`config.mk`:
```
export PLATFORM = sky130hd
export DESIGN_NAME = nand_tree_pipe
export DESIGN_NICKNAME = d
export VERILOG_FILES = /design/src/rtl/nand_tree_pipe.sv
export SDC_FILE = /design/constraint.sdc
export NUM_CORES = 1
export LEC_CHECK = 0
export ABC_AREA = 1
export CAP_MARGIN = 30
export CORE_AREA = 10 10 48 50
export DETAILED_ROUTE_END_ITERATION = 8
export DIE_AREA = 0 0 58 60
export PLACE_DENSITY = 0.74
export SKIP_LAST_GASP = 1
export SYNTH_ARGS = -nofsm -noshare
export SYNTH_HDL_FRONTEND = slang
export SYNTH_SLANG_ARGS = --single-unit
```
`constraint.sdc`:
```
create_clock -name clk -period 1.87 [get_ports clk]
set_input_delay 0.187 -clock clk [delete_from_list [all_inputs] [get_ports clk]]
set_output_delay 0.187 -clock clk [all_outputs]
set_load 0.01 [all_outputs]
```
`src/rtl/nand_tree_pipe.sv`:
```
// Pipelined N-input NAND/AND/OR/NOR reduction: a balanced tree of nand-pair AND
// nodes, one register level per tree level, moved by a global valid/ready advance.
module nand_tree_pipe #(
  parameter int N_IN = 8
) (
  input  logic            clk,
  input  logic            rst_n,
  input  logic [N_IN-1:0] i,
  input  logic [1:0]      mode,
  input  logic            in_valid,
  output logic            in_ready,
  output logic            y,
  output logic            out_valid,
  input  logic            out_ready
);

  localparam int LEVELS = (N_IN < 2) ? 1 : $clog2(N_IN);
  localparam int W      = 1 << LEVELS;

  // All stage data registers packed into one vector: stage k holds W>>k bits
  // starting at bit W - 2*(W>>k), so the final single bit sits at W-2.
  logic [W-1:0]    leaf;
  logic [W-2:0]    tree_reg;
  logic [W-2:0]    tree_next;
  logic [LEVELS:1] v_reg;
  logic [LEVELS:1] v_next;
  logic [LEVELS:1] inv_reg;
  logic [LEVELS:1] inv_next;
  logic            adv;

  assign adv       = !out_valid || out_ready;
  assign in_ready  = adv;
  assign out_valid = v_reg[LEVELS];
  assign y         = tree_reg[W-2] ^ inv_reg[LEVELS];

  // OR/NOR invert the operands (De Morgan); padding uses 1, the AND identity.
  genvar gi;
  genvar gj;
  for (gi = 0; gi < W; gi++) begin : g_leaf
    if (gi < N_IN) begin : g_in
      assign leaf[gi] = i[gi] ^ mode[1];
    end else begin : g_pad
      assign leaf[gi] = 1'b1;
    end
  end

  for (gi = 1; gi <= LEVELS; gi++) begin : g_level
    localparam int WK  = W >> gi;
    localparam int OFS = W - 2 * WK;
    logic [2*WK-1:0] src;

    if (gi == 1) begin : g_first
      assign src = leaf;
    end else begin : g_inner
      assign src = tree_reg[W - 4 * WK +: 2 * WK];
    end

    for (gj = 0; gj < WK; gj++) begin : g_node
      logic nand_ab;
      assign nand_ab           = ~(src[2*gj] & src[2*gj+1]);
      assign tree_next[OFS+gj] = ~(nand_ab & nand_ab);
    end
  end

  // Tree output is AND of conditioned leaves; NAND and OR need it inverted.
  always_comb begin
    v_next      = '0;
    inv_next    = '0;
    v_next[1]   = in_valid;
    inv_next[1] = ~mode[0];
    for (int k = 2; k <= LEVELS; k++) begin
      v_next[k]   = v_reg[k-1];
      inv_next[k] = inv_reg[k-1];
    end
  end

  always_ff @(posedge clk or negedge rst_n) begin
    if (!rst_n) begin
      tree_reg <= '0;
      v_reg    <= '0;
      inv_reg  <= '0;
    end else if (adv) begin
      tree_reg <= tree_next;
      v_reg    <= v_next;
      inv_reg  <= inv_next;
    end
  end

endmodule

```
* After elaboration in Yosys (flattened, before gate mapping)
Cells that the tools add are included.
** Storage, ports and cells
- Register bits :: 13
- Input port bits :: 14
- Output and inout bits :: 3
- Word-level logic and storage cells :: 22
** Cells by class
- Bitwise logic cells :: 17
- Reduce and logical (&&, ||, !) cells :: 2
** Operators by type and width (number)
- 1-bit XOR :: 9
- 1-bit bitwise AND :: 7
- 1-bit logical NOT :: 1
- 1-bit logical OR :: 1
- 1-bit NOT :: 1

* Logic depth before layout (Yosys ltp)
Gate-level depths: netlist of the first run.
- Word-level depth :: 2
- Gate-level depth with buffers :: 6
- Depth with buffers taken out :: 5

* Least setup slack after synthesis of the first run
No wires, ideal clock.
- Path type :: flip-flop to flip-flop
- From :: reg v_reg[3] in the netlist's numbering
- To :: reg tree_reg[0]
- Library setup time :: 0.117 ns
- Arrival time :: 0.865 ns
- Required time :: 1.753 ns
- Setup slack :: 0.889 ns
- Cell stages (with the launch flop) :: 7
- Path buffers :: 1
- Period minus slack after synthesis :: 0.981 ns
- Cell sequence :: dfrtp_1 -> inv_1 -> nor2_4 -> inv_2 -> buf_6 -> nand3_2 -> nand2_1
** On the way
- Cells in the longest elaborated chain, start to end :: 2
** Ends and longest elaborated chain
- from (decl) :: line 25 : logic [LEVELS:1] v_reg;
- from (signal assigned) :: line 84 : v_reg <= v_next;
- 1-bit logical NOT :: line 31 : assign adv = !out_valid || out_ready;
- 1-bit logical OR :: line 31
- net in_ready :: line 11 : output logic in_ready,
- to (signal assigned) :: line 83 : tree_reg <= tree_next;
- to (decl) :: line 23 : logic [W-2:0] tree_reg;
The timed path passes the listed nets, and every way through them passes these cells.
A chain may end at the register's enable or synchronous reset.

* Worst setup path in the final report of the first run
- From :: reg v_reg[3] in the netlist's numbering
- To :: out in_ready
** On the way
- Cells in the longest elaborated chain, start to end :: 2
** Ends and longest elaborated chain (line)
- 1-bit logical NOT :: 31
- 1-bit logical OR :: 31
- to (decl) :: 11
No other way between the ends.

==> results of run 1 <==
[layout by cell type, fill, tap and decap left out]
master and count:
buf_4 2, clkbuf_1 1, clkbuf_4 3, clkdlybuf4s50_1 16, dfrtp_1 13, inv_1 11
inv_2 1, nand2_1 36, nand3_1 6, nand3_2 1, nor2_4 1, o21ai_0 4
o21ai_2 1, xor2_1 1
[metal layers]
| layer | routed length [µm] | vias to the layer above |
|---|---|---|
| li1 | - | 273 |
| met1 | 546 | 201 |
| met2 | 436 | 21 |
| met3 | 79 | 4 |
| met4 | 43 | 0 |
| met5 | 0 | - |
[Yosys cell counts]
cell	number	share of area (%)
buf_6	1	1.8
nand3_1	6	4.9
nand3_2	1	1.6
nand2_1	36	22
buf_4	1	1.2
inv_2	1	0.61
o21ai_0	4	3.3
dfrtp_1	13	53
inv_1	11	6.7
xor2_1	1	1.4
o21ai_2	1	1.4
nor2_4	1	1.8
[power breakdown]
part,switching [mW],total [mW],internal [mW]
Clock,0.0885,0.171,0.0828
Sequential,0.0325,0.380,0.347
Combinational,0.121,0.243,0.122
Total,0.242,0.794,0.552
[worst reg2reg max path, cell delays in order, from the launching register on]
cell and delay, ps:
dfrtp_1 380, inv_1 90, nor2_4 40, buf_4 170, nand2_1 60, o21ai_0 70
[area by class of cell]
cell class              instances  area [µm²]
fillers                       151       620.6
repair buffers                 18       175.2
clock buffers                   4       26.28
multi-input cells              50       224.0
inverters                      12       45.04
well taps                      16       20.02
flip-flops and latches         13       325.3
[kinds of logic after synthesis]
family	Yosys count	share of synthesized area, %
and+or+nand+nor	44	30.41
buffers and inverters	14	10.41
DFF	13	53.06
AOI/OAI and AO/OA	5	4.694
xor gates and xnor gates	1	1.429
[worst min-delay path by stage]
stage               slack (ps)  startpoint  cells after the start           to
detailed placement         450    v_reg[2]                      2     v_reg[3]
floorplan                 -110       rst_n                      0   inv_reg[1]
finish                     260       rst_n                      1  tree_reg[4]
global route               320       rst_n                      1   inv_reg[3]
CTS                        290       rst_n                      1     v_reg[3]
global placement           450    v_reg[2]                      2     v_reg[3]
==> results.json, run 1 <==
{
  "status": "finished, final reports clean",
  "antenna_found_initial": 0,
  "routed_wl_mm": 1.105,
  "use_met1_pct": 7.664,
  "ant_nets": 0,
  "drtPass1Iterations": 4,
  "r2r_cells": 5,
  "syn_inst": 77,
  "routabilityCongestion": 0.7106,
  "period_minus_slack_ps": 1546,
  "die_h_um": 60,
  "worst_ep_arrival_time_ps": 1360,
  "htree_levels": 1,
  "portBuffers": 16,
  "clkLatencyLatePin_ps": 280,
  "ir_drop_v": 0.0003579,
  "clk_path_buf_depth": 2,
  "crit_path_end": "in_ready",
  "vias": 499,
  "grt_max_degree": 16,
  "drtIter0Drc": 2,
  "endpoint_kind": "primary output",
  "cap_viol_max_count": 0,
  "synth_area_per_cell_um2": 7.962,
  "crit_family": "buffers and inverters",
  "r2r-start": "v_reg[3]",
  "startpoint_type": "flop",
  "path_clk_slew_ps": 80,
  "fin_cells": 113,
  "fin_area_um2": 815.8,
  "final_util_pct": 56.79,
  "cts_sinks": 13,
  "die_area_um2": 3480,
  "setup_slack_ps": 323.6,
  "crit_fanout": 2,
  "worstSetupStartpoint": "v_reg[3]",
  "global_route.usage.met2_pct": 9.969,
  "p_leak_nw": 0.4390,
  "drv_slew": 0,
  "final_nets": 112,
  "use_met3_pct": 2.542,
  "pin_count": 17,
  "place_inst": 109,
  "post-route-period-util_pct": 82.69,
  "vias_per_cell": 4.416,
  "crit_required_ps": 1680,
  "syn_to_final_growth_pct": 33.06,
  "rsz0062_at_grt": "no",
  "core_um2": 1436,
  "ys_warn_count": 0,
  "finalHoldViolations": 0,
  "grt_pass1_wl_mm": 1.849,
  "yosysSeqAreaShare_pct": 53.06,
  "power_uw": 794.0,
  "drive_above_1_share_pct": 9.278,
  "power_density_nw_per_um2": 973.3,
  "crit_buf_inv": 3,
  "grt_overflow": 0,
  "die_w_um": 58,
  "top_usage_layer": "met2",
  "largest_reg_flops": 7,
  "preCtsSetupSlack_ps": 354.4,
  "holdWs_ps": 261.6,
  "critPathMaxStageDelay_ps": 520,
  "tightest_slew_ps": 545.5,
  "synth-seq-cells": 13,
  "syn-num-nets": 91,
  "finalSetupViolations": 0,
  "grt_util_all_layers_pct": 7.109,
  "antenna_cells": 0,
  "path_cells": "inv_1, nor2_4, inv_2, clkdlybuf4s50_1",
  "initial_utilization_pct": 42.68,
  "synth.distinct_cells": 12,
  "dpl_cell_area_um2": 789.5,
  "num_rows": 14,
  "critPathKind": "flop to primary output",
  "hpwl_um": 891.3,
  "regToRegEndpoint": "inv_reg[1]",
  "cts_setup_buffers": 0,
  "drcViolationCount": 0,
  "max_slew_margin_pct": 63.52,
  "wire_per_inst_um": 9.779,
  "max_freq_mhz": 646.7,
  "grt_pass1_vias": 465,
  "cts_tree": "yes",
  "cts_hold_buf": 0,
  "min_path_type": "input port to async pin",
  "worstSetupPathDepth": 4,
  "tns_ps": 0,
  "fin_skew_ps": 4.326,
  "ctsRootBufferMaster": "clkbuf_4",
  "cts_buffers": 3,
  "r2r_slack_ps": 930,
  "post_cts_resized": 0,
  "synthesis.area_um2": 613.1,
  "cpMaxStageDelayCell": "clkdlybuf4s50_1"
}
Note: power is estimated with default switching activity, not from simulation.
==> inputs of run 2 (changes only) <==
CORE_AREA = 10 10 51 53   (was 10 10 48 50)
DIE_AREA = 0 0 61 63   (was 0 0 58 60)
PLACE_DENSITY = 0.67   (was 0.74)
clock period = 1.4 ns   (was 1.87 ns; I/O delays follow)
==> run 2 against run 1 <==
Compared with the run above:
- sequential cell count stayed put
- critical path type unchanged
- via count is 0.40% higher
- combinational power is 29% higher
- routed wire length is 1.6% higher
- sequential share of layout area is 0.30 points lower
- worst hold slack worse by 86 ps
- cell count is 1.8% higher
- setup slack worse by 210 ps
- first-iteration DRC count stayed put
- critical endpoint is now out_valid
- clock power is 27% higher
- non-clock buffer count is 1 higher
==> results.json, run 2 (synthesis gave the netlist of run 1 again) <==
{
  "grt_max_degree": 16,
  "period_minus_slack_ps": 1282,
  "p_switching_uw": 314.5,
  "post_cts_resized": 2,
  "grt_pass1_wl_mm": 2.028,
  "ir_drop_v": 0.0004570,
  "cts_tree": "yes",
  "crit_required_ps": 1260,
  "drtIter0Drc": 2,
  "ant_nets": 0,
  "vias": 501,
  "initial_utilization_pct": 37.12,
  "portBuffers": 16,
  "path_clk_slew_ps": 70,
  "final_cell_mix": "36 x nand2_1, 14 x clkdlybuf4s50_1, 13 x dfrtp_1",
  "status": "finished, final reports clean",
  "endpoint_kind": "primary output",
  "drtPass1Iterations": 2,
  "htree_levels": 1,
  "min_path_type": "input port to async pin",
  "switching_share_pct": 30.30,
  "grt_util_all_layers_pct": 6.747,
  "antenna_found_initial": 0,
  "pin_count": 17,
  "comb_power_share_pct": 30.2,
  "tns_ps": 0,
  "power_density_nw_per_um2": 1263,
  "core_um2": 1652,
  "die_area_um2": 3843,
  "final_nets": 113,
  "hpwl_um": 903.4,
  "max_slew_margin_pct": 89.25,
  "power_mw": 1.038,
  "die_w_um": 61,
  "path_cells": "clkdlybuf4s50_1",
  "p_seq_share_pct": 48.9,
  "worst_ep_arrival_time_ps": 1140,
  "drcViolationCount": 0,
  "crit_fanout": 2,
  "rsz0062_at_grt": "no",
  "cap_viol_max_count": 0,
  "cpMaxStageDelayCell": "clkdlybuf4s50_1",
  "antenna_cells": 0,
  "final_util_pct": 49.77,
  "clkLatencyLatePin_ps": 260,
  "routabilityCongestion": 0.6286,
  "layout_commonest_cell": "nand2_1",
  "syn_to_final_growth_pct": 34.08,
  "grt_pass1_vias": 520,
  "internal_power_uw": 723.5,
  "cts_setup_buffers": 0,
  "critPathKind": "flop to primary output",
  "clk_path_buf_depth": 2,
  "startpoint_type": "flop",
  "max_freq_mhz": 780.2,
  "drv_slew": 0,
  "vias_per_cell": 4.357,
  "largest_reg_flops": 7,
  "wire_per_inst_um": 9.765,
  "ctsRootBufferMaster": "clkbuf_4",
  "fin_skew_ps": 2.371,
  "finalSetupViolations": 0,
  "pwr-share-clk_pct": 20.9,
  "num_rows": 15,
  "grt_overflow": 0,
  "tightest_slew_ps": 159.5,
  "cts_hold_buf": 0,
  "die_h_um": 63,
  "finalHoldViolations": 0,
  "routed_wl_mm": 1.123,
  "crit_family": "buffers and inverters",
  "cts_sinks": 13,
  "post-route-period-util_pct": 91.55,
  "critPathMaxStageDelay_ps": 530,
  "crit_buf_inv": 1,
  "cts_buffers": 3,
  "drive_above_1_share_pct": 10.20,
  "p_leak_nw": 0.4460
}
[run 2: routing by layer]
| layer | up-vias | track usage [%] | wire length (µm) |
|---|---|---|---|
| li1 | 274 | - | - |
| met3 | 2 | 2.439 | 101 |
| met4 | 0 | 4.945 | 17 |
| met2 | 16 | 10.20 | 454 |
| met1 | 209 | 7.317 | 549 |
| met5 | - | 0 | 0 |
[run 2: final timing paths]
| check | start | endpoint | slack [ps] | cells after the start |
|---|---|---|---|---|
| max | v_reg[3] | out_valid | 120 | 1 |
| min | rst_n | tree_reg[4] | 180 | 2 |
| max reg2reg | v_reg[3] | inv_reg[1] | 460 | 5 |
| min reg2reg | v_reg[2] | v_reg[3] | 470 | 2 |
| max in group asynchronous | rst_n | tree_reg[3] | 1070 | 2 |
| min in group clk | in_valid | v_reg[1] | 410 | 3 |
[run 2: area by class of cell]
class | instances | area (µm²)
Fill cell | 176 | 829.5
Sequential cell | 13 | 325.3
Multi-Input combinational cell | 50 | 224.0
Timing Repair Buffer | 19 | 180.2
Inverter | 12 | 45.04
Clock buffer | 4 | 26.28
Tap cell | 17 | 21.27
[run 2: power by group through the flow]
stage | clock network [mW] | registers [mW] | logic (mW)
finish | 0.217 | 0.507 | 0.313
CTS | 0.227 | 0.509 | 0.324
floorplan | 0 | 0.512 | 0.191
global route | 0.247 | 0.518 | 0.364
detailed placement | 0 | 0.516 | 0.337
global placement | 0 | 0.513 | 0.331
[run 2: stage by stage]
| step | area, µm² | cells | hold slack, ps | setup WS [ps] |
|---|---|---|---|---|
| floorplan | 613.1 | 77 | -155.6 | 418.6 |
| global placement | 798.3 | 111 | 446.3 | -9.982 |
| detailed placement | 798.3 | 111 | 454.4 | -20.06 |
| CTS | 822.0 | 115 | 178.5 | 99.58 |
| global route | 822.0 | 115 | 190.5 | 64.18 |
| finish | 822.0 | 115 | 175.6 | 118.3 |
